## src/rtl/word_asm_pkg.sv

```systemverilog
// rtl/word_asm_pkg.sv - shared sizing constants and byte-count type for the word assembler
package word_asm_pkg;

  localparam int DEF_BYTE_W = 8;
  localparam int DEF_NBYTES = 4;
  localparam int DEF_WORD_W = DEF_BYTE_W * DEF_NBYTES;
  localparam int DEF_CNT_W  = (DEF_NBYTES > 1) ? $clog2(DEF_NBYTES) : 1;

  typedef logic [DEF_CNT_W-1:0] byte_cnt_t;

  // Byte position within a word -> physical lane index.
  function automatic int lane_of(input int idx, input bit little_endian, input int nbytes);
    return little_endian ? idx : (nbytes - 1 - idx);
  endfunction

endpackage

```

## src/rtl/byte_lane_sel.sv

```systemverilog
// rtl/byte_lane_sel.sv - maps the byte count and lane order to a one-hot lane write enable
module byte_lane_sel
  import word_asm_pkg::*;
#(
  parameter int NBYTES        = DEF_NBYTES,
  parameter int CNT_W         = DEF_CNT_W,
  parameter bit LITTLE_ENDIAN = 1'b0
) (
  input  logic [CNT_W-1:0]  cnt,
  output logic [NBYTES-1:0] lane_we
);

  // One-hot decode of the lane that the next accepted byte lands in.
  always_comb begin
    lane_we = '0;
    for (int i = 0; i < NBYTES; i++) begin
      if (lane_of(int'(cnt), LITTLE_ENDIAN, NBYTES) == i) begin
        lane_we[i] = 1'b1;
      end
    end
  end

endmodule

```

## src/rtl/word_assembler.sv

```systemverilog
// rtl/word_assembler.sv - packs a byte stream into words; WORD_ASSEMBLER_LITTLE_ENDIAN_EN selects lane order
module word_assembler
  import word_asm_pkg::*;
#(
  parameter int BYTE_W = DEF_BYTE_W,
  parameter int NBYTES = DEF_NBYTES
) (
  input  logic                     clk,
  input  logic                     rst_n,
  input  logic                     clear,
  input  logic [BYTE_W-1:0]        in_data,
  input  logic                     in_valid,
  output logic                     in_ready,
  output logic [BYTE_W*NBYTES-1:0] out_word,
  output logic                     out_valid,
  input  logic                     out_ready,
  output logic [((NBYTES > 1) ? $clog2(NBYTES) : 1)-1:0] byte_cnt
);

  localparam int WORD_W = BYTE_W * NBYTES;
  localparam int CNT_W  = (NBYTES > 1) ? $clog2(NBYTES) : 1;
  localparam logic [CNT_W-1:0] CNT_LAST = CNT_W'(NBYTES - 1);

`ifdef WORD_ASSEMBLER_LITTLE_ENDIAN_EN
  localparam bit LITTLE_ENDIAN = 1'b1;
`else
  localparam bit LITTLE_ENDIAN = 1'b0;
`endif

  logic [WORD_W-1:0] part_q;
  logic [WORD_W-1:0] word_next;
  logic [NBYTES-1:0] lane_we;
  logic              is_last;
  logic              accept;

  byte_lane_sel #(
    .NBYTES        (NBYTES),
    .CNT_W         (CNT_W),
    .LITTLE_ENDIAN (LITTLE_ENDIAN)
  ) u_lane_sel (
    .cnt     (byte_cnt),
    .lane_we (lane_we)
  );

  // Only the final byte of a word can stall, and only while an unconsumed word is held.
  assign is_last  = (byte_cnt == CNT_LAST);
  assign in_ready = !is_last || !out_valid || out_ready;
  assign accept   = in_valid && in_ready && !clear;

  // Partial word with the incoming byte merged into its lane.
  always_comb begin
    word_next = part_q;
    for (int i = 0; i < NBYTES; i++) begin
      if (lane_we[i]) begin
        word_next[i*BYTE_W +: BYTE_W] = in_data;
      end
    end
  end

  // Partial-word accumulator and byte counter; clear drops any byte offered alongside it.
  always_ff @(posedge clk or negedge rst_n) begin
    if (!rst_n) begin
      byte_cnt <= '0;
      part_q   <= '0;
    end else if (clear) begin
      byte_cnt <= '0;
      part_q   <= '0;
    end else if (accept) begin
      if (is_last) begin
        byte_cnt <= '0;
        part_q   <= '0;
      end else begin
        byte_cnt <= byte_cnt + CNT_W'(1);
        part_q   <= word_next;
      end
    end
  end

  // Output register: a completing word overwrites the slot even while it is being consumed.
  always_ff @(posedge clk or negedge rst_n) begin
    if (!rst_n) begin
      out_word  <= '0;
      out_valid <= 1'b0;
    end else if (accept && is_last) begin
      out_word  <= word_next;
      out_valid <= 1'b1;
    end else if (out_valid && out_ready) begin
      out_valid <= 1'b0;
    end
  end

endmodule

```

## config.mk

```make
export PLATFORM = sky130hd
export DESIGN_NAME = word_assembler
export DESIGN_NICKNAME = d
export VERILOG_FILES = /design/src/rtl/word_asm_pkg.sv /design/src/rtl/byte_lane_sel.sv /design/src/rtl/word_assembler.sv
export SDC_FILE = /design/constraint.sdc
export NUM_CORES = 1
export LEC_CHECK = 0
export ABC_CLOCK_PERIOD_IN_PS = 4000
export CAP_MARGIN = 30
export CORE_ASPECT_RATIO = 1.2
export CORE_MARGIN = 8
export CORE_UTILIZATION = 55
export CTS_CLUSTER_DIAMETER = 150
export CTS_CLUSTER_SIZE = 24
export DETAILED_ROUTE_END_ITERATION = 10
export DONT_BUFFER_PORTS = 1
export GPL_TIMING_DRIVEN = 0
export PLACE_DENSITY = 0.72
export SYNTH_ARGS = -nofsm -noshare
export SYNTH_HDL_FRONTEND = slang
export SYNTH_SLANG_ARGS = --single-unit
```

## constraint.sdc

```tcl
create_clock -name clk -period 4 [get_ports clk]
set_input_delay 0 -clock clk [delete_from_list [all_inputs] [get_ports clk]]
set_output_delay 0 -clock clk [all_outputs]
set_load 0.02 [all_outputs]
```

==> reports/summary.txt, run 1 <==
die area -> 7600 um2
Clock Skew -> 0.0105 ns
vias in the first global route -> 1740
Die W -> 80.9 um
Residual DRC -> 0
Post-CTS Resized -> 0
Setup crit start kind -> flip-flop
drt wl/cell -> 21.4 um
achievable frequency -> 534 MHz
CTS Buf Count -> 9
Clock Tree Buf Depth -> 2
Final Hold Fails -> 0
number of H-tree levels -> 3
CP Class -> flip-flop to flip-flop
status -> finished clean
cell count after synthesis -> 179
remaining antenna violation count after routing -> 0
FF+latch count, synth -> 59
I/O Buffers -> 0
worst-path maximum fanout -> 10
share of the synthesized area in the top cell type -> 53.0%
cell accounting for the most synthesized area -> dfrtp_1
first-pass GRT wire length -> 9.16 mm
Cell Area, Synth -> 2780 um2
max cap viols -> 0
clock insertion delay at the later pin of the skew report -> 0.34 ns
most used cell, CP -> mux2_2
drt first pass iters -> 4
setup tns final -> 0 ns
asr flop ratio synth -> 100%
Setup Viol. Count Final -> 0
nets@finish -> 220
Clock Pin Slew Worst Setup and Hold Paths -> 0.07 ns
VDD IR max -> 0.292 mV
Tcrit/Tclk final -> 46.9%
IO Count -> 49
largest net degree at the start of global routing -> 60
Die Y -> 93.9 um
Slew Limit Fails -> 0
CP max-delay cell -> dfrtp_1
WL final -> 5.75 mm
met1 Use GR -> 18.8%
reg2reg setup slack -> 2.13 ns
Max-slew headroom -> 75.9%
Worst-Margin Slew -> 0.361 ns
YS warnings -> 0
Buf/Inv on CP -> 2
row count -> 28
Hold Startpoint -> clear
HPWL Detailed -> 3.80 mm
Worst Setup SP -> byte_cnt[0]
Crit path required time -> 4.22 ns
RSZ-0062 raised after global routing -> false
RePlAce Congestion -> 0.788
top-count cell post-synth -> dfrtp_1
CTS tree -> done
Avg Synthesized Cell Area -> 15.6 um2
RR Startpoint -> byte_cnt[0]
EDFF count, synth -> 0
Detailed Route Iter0 Violations -> 55
Netlist cell types -> 25
footprint of the multi-input gates -> 1210 um2
Area contributors post-synth -> dfrtp_1 (53%), mux2_4 (16%), mux2_2 (11%), a22o_1 (7.6%), ha_1 (1.8%)
# diodes -> 0
sequential fraction of the synthesis area -> 53.0%
hold slack -> 0.0271 ns
CP Data Arrival Time -> 2.09 ns
pwr dens -> 483 nW/um2
crit-path leading delay family -> multiplexers
core footprint -> 4900 um2
worst slack, placed -> 2.15 ns
Leak -> 1.69 nW
Worst path max stage delay -> 0.51 ns
Area Overhead vs Synth -> 17.0%
Worst Setup End Kind -> flip-flop
Main synth FF type -> dfrtp_1
M3 GR Usage -> 5.27%
crit path time final -> 1.87 ns
crit-path cells -> inv_1, ha_1, buf_2, mux2_2, mux2_2
GRT met2 Usage -> 24.9%
fill count -> 387
Synth Net Count -> 196
GRT Total Usage -> 15.9%
Via density -> 5.81
initial core utilization -> 56.8%
busiest grt layer -> met2
Congestion Overflow GR -> 0
via count -> 1558
Final Worst Setup Slack -> 2.13 ns
commonest cells in the netlist -> dfrtp_1 (59), mux2_4 (29), mux2_2 (27), a22o_1 (24)
Clock Tree Root -> clkbuf_8
clk sink count -> 59
Hold WC Path Type -> input pin to flip-flop
Storage cell area -> 1480 um2
share of layout cells above drive strength 1 -> 44.7%
initial antenna violation count -> 0
==> final timing paths <==
check | end | cells after the start
setup / recovery | out_word[30] | 5
hold / removal | out_word[31] | 2
setup reg to reg | out_word[30] | 5
hold reg to reg | part_q[18] | 1
max in group asynchronous | out_word[31] | 2
min in group asynchronous | out_word[8] | 2
==> cells by family after synthesis <==
family                   after synthesis  synth area share [%]
flip-flops                            59                  53.0
multiplexers                          56                  26.6
AO/OA/AOI/OAI                         32                  10.6
buffers and inverters                 14                  3.37
AND/OR/NAND/NOR                       14                  4.67
adder cells (fa/ha/maj)                4                  1.80
==> cells in the final DEF, fill, tap and decap left out, drive strengths merged <==
master,instances
dfrtp,59
mux2,56
a22o,24
dlygate4sd3,12
clkbuf,12
buf,11
and2,4
ha,4
o21a,3
a21oi,3
clkinvlp,3
bufinv,3
inv,2
nand2b,2
nand4b,2
nand3b,1
nor2,1
nand3,1
o21ai,1
nor3b,1
and4bb,1
o31ai,1
nand2,1
==> flip-flops by register name, indices dropped and copies added (netlist names) <==
name       flops
part_q        24
byte_cnt       2
out_valid      1
out_word      32
==> routing by layer <==
| layer | share of wire, % | wire length [um] |
|---|---|---|
| met1 | 42 | 2420 |
| met2 | 49 | 2790 |
| met3 | 7.2 | 413 |
| met4 | 2.1 | 118 |
| met5 | 0 | 0 |
==> stage by stage <==
stage                     util (%)  instances  instance area [um2]  power, mW
after detailed placement      58.3        239                 2860      0.881
after global placement        58.3        239                 2860      0.873
after floorplan                  -        179                 2780      0.848
after CTS                     66.4        268                 3260       1.59
after global routing          66.4        268                 3260       1.64
final                         66.4        268                 3260       1.57
==> where the power goes <==
group          leakage, nW  internal [mW]  switching, mW  total (mW)
clock network        0.115          0.430          0.242       0.673
registers            0.808          0.644         0.0840       0.728
logic                0.768         0.0998         0.0724       0.172
total                 1.69           1.17          0.399        1.57
==> layout make-up <==
type / count / area share [%]
Buffer: 12 / 2.65
Clock buffer: 10 / 4.23
Clock inverter: 6 / 3.46
Inverter: 2 / 0.231
Multi-Input combinational cell: 106 / 37.3
Sequential cell: 59 / 45.3
Tap cell: 60 / 2.31
Timing Repair Buffer: 13 / 4.53
==> timing repair <==
action,4_1_cts,5_1_grt
hold endpoints to repair,114,0
setup buffers,0,0
hold buffers,13,0
endpoints found under the setup margin,0,0
Note: power is estimated with default switching activity, not from simulation.
==> run 2, diff against run 1 <==
--- a/config.mk
+++ b/config.mk
@@ -5,7 +5,7 @@
 export SDC_FILE = /design/constraint.sdc
 export NUM_CORES = 1
 export LEC_CHECK = 0
-export ABC_CLOCK_PERIOD_IN_PS = 4000
+export ABC_CLOCK_PERIOD_IN_PS = 1750
 export CAP_MARGIN = 30
 export CORE_ASPECT_RATIO = 1.2
 export CORE_MARGIN = 8
==> constraint.sdc (replaced) <==
create_clock -name clk -period 1.75 [get_ports clk]
set_input_delay 0 -clock clk [delete_from_list [all_inputs] [get_ports clk]]
set_output_delay 0 -clock clk [all_outputs]
set_load 0.02 [all_outputs]
==> run 2 against run 1 <==
  * Core utilization up 0.74 points
  * Hold slack improved by 0.0021 ns
  * First-iteration DRC count down 7.3%
  * Sequential share of layout area decreased by 0.42 points
  * Wire length rose by 0.75%
  * Critical endpoint unchanged
  * Largest power group unchanged
  * Highest routed layer unchanged
==> reports/summary.txt, run 2 (synthesis gave the netlist of run 1 again) <==
met2 WL -> 2.81 mm (+0.79%)
most used cell, CP -> mux2_2
fill count -> 379 (-2.1%)
Setup crit start kind -> flip-flop
Worst path max stage delay -> 0.47 ns (-0.04 ns)
placed insts -> 239 (unchanged)
core footprint -> 4900 um2 (unchanged)
CP max-delay cell -> dfrtp_2
Max-slew headroom -> 78.8% (+2.9 points)
CTS Buf Count -> 9 (unchanged)
largest net degree at the start of global routing -> 60 (unchanged)
# diodes -> 0 (unchanged)
met3 wire len -> 424 um (+2.7%)
die area -> 7600 um2 (unchanged)
achievable frequency -> 580 MHz (+8.6%)
cell area after layout -> 3290 um2 (+1.1%)
first-pass GRT wire length -> 9.16 mm (unchanged)
nets@finish -> 220 (unchanged)
Congestion Overflow GR -> 0 (unchanged)
highest metal used -> met4
WL final -> 5.79 mm (+0.75%)
vias in the first global route -> 1740 (unchanged)
I/O Buffers -> 0 (unchanged)
worst-path maximum fanout -> 10 (unchanged)
clock insertion delay at the later pin of the skew report -> 0.34 ns (about the same)
clk sink count -> 59 (unchanged)
initial core utilization -> 56.8% (unchanged)
Crit path required time -> 1.97 ns (-2.25 ns)
Buf/Inv on CP -> 2 (unchanged)
Residual DRC -> 0 (unchanged)
IO Count -> 49 (unchanged)
Clock Skew -> 0.00980 ns (-0.000695 ns)
CP Data Arrival Time -> 1.94 ns (-0.15 ns)
status -> finished clean
wire length on met1 -> 2.42 mm (unchanged)
RePlAce Congestion -> 0.788 (unchanged)
Die W -> 80.9 um (unchanged)
Worst Setup End Kind -> flip-flop
initial antenna violation count -> 0 (unchanged)
setup tns final -> 0 ns (unchanged)
remaining antenna violation count after routing -> 0 (unchanged)
Clock Tree Buf Depth -> 2 (unchanged)
row count -> 28 (unchanged)
VDD IR max -> 0.672 mV (+130%)
share of layout cells above drive strength 1 -> 47.1% (+2.4 points)
crit-path cells -> inv_1, ha_2, buf_6, mux2_2, mux2_2
Largest Register -> out_word
Clock Tree Root -> clkbuf_8
Setup Viol. Count Final -> 0 (unchanged)
Worst-Margin Slew -> 0.318 ns (-0.0432 ns)
Via density -> 5.79 (-0.39%)
pwr dens -> 1100 nW/um2 (+130%)
crit path time final -> 1.73 ns (-0.149 ns)
drt first pass iters -> 4 (unchanged)
Tcrit/Tclk final -> 98.6% (+52 points)
Final Total Pwr -> 3.61 mW (+130%)
max reg flops -> 32 (unchanged)
final std cells w/o fill -> 268 (unchanged)
Clock Pin Slew Worst Setup and Hold Paths -> 0.07 ns (about the same)
RSZ-0062 raised after global routing -> true
Placed Area -> 2860 um2 (unchanged)
Slew Limit Fails -> 0 (unchanged)
Detailed Route Iter0 Violations -> 51 (-7.3%)
HPWL Detailed -> 3.80 mm (unchanged)
Hold WC Path Type -> input pin to flip-flop
via count -> 1552 (-0.39%)
CP Class -> flip-flop to flip-flop
CTS tree -> done
Area Overhead vs Synth -> 18.3%
most common cell after layout, fill and taps aside -> dfrtp_1
crit-path leading delay family -> multiplexers
drt wl/cell -> 21.6 um (+0.75%)
number of H-tree levels -> 3 (unchanged)
Die Y -> 93.9 um (unchanged)
max cap viols -> 0 (unchanged)
largest registers -> out_word (32), part_q (24), byte_cnt (2)
GRT Total Usage -> 15.9% (unchanged)
Final Hold Fails -> 0 (unchanged)
most frequent cells in the layout -> dfrtp_1 (57), mux2_4 (29), mux2_2 (27)
Leak -> 1.69 nW (+0.12%)
-- run 2: cell types whose count changed in the layout (fill, tap and decap cells not counted), moves of 2 or more --
cell     delta
buf_2       -2
buf_6       +2
dfrtp_1     -2
dfrtp_2     +2
ha_1        -2
ha_2        +2
-- run 2: metal layers --
metal	GRT usage, %	up-vias
met2	24.9	47
met1	18.8	781
met3	5.27	11
met5	0	-
li1	-	713
met4	8.81	0
-- run 2: final cells by class --
class                   count  area [um2]  share of cell area, %
well taps                  60        75.1                   2.28
multi-input cells         106        1220                   37.2
plain buffers              12         109                   3.31
clock buffers              10         138                   4.18
flip-flops and latches     59        1480                   44.9
clock inverters             6         113                   3.42
repair buffers             13         148                   4.48
inverters                   2        7.51                  0.228
-- run 2: what timing repair did --
action / in CTS / in global routing
setup buffers: 0 / 0
pin swaps: 0 / 0
resized for setup: 5 / 9
hold buffers: 13 / 0
endpoints found under the setup margin: 45 / 37
hold endpoints to repair: 114 / 0
-- run 2: worst paths after layout --
| check | start | slack (ns) | depth (start not counted) | end |
|---|---|---|---|---|
| min reg2reg | part_q[18] | 0.50 | 1 | part_q[18] |
| min in group asynchronous | rst_n | 0.21 | 2 | out_word[8] |
| max reg2reg | byte_cnt[1] | 0.02 | 5 | out_word[30] |
| min | clear | 0.03 | 2 | out_word[31] |
| max | byte_cnt[1] | 0.02 | 5 | out_word[30] |
| max in group asynchronous | rst_n | 1.29 | 2 | byte_cnt[1] |
-- run 2: through the flow --
stage	setup slack [ns]	util, %	hold WS [ns]
after floorplan	0.0936	-	-0.296
after global placement	-0.0366	58.3	-0.294
after detailed placement	-0.102	58.3	-0.294
after CTS	0.000302	66.6	0.0151
after global routing	-0.0102	67.1	0.0368
final	0.0244	67.1	0.0292
-- run 2: power breakdown --
group	switching [mW]	internal, mW
combinational	0.169	0.240
sequential	0.192	1.47
clock	0.553	0.984
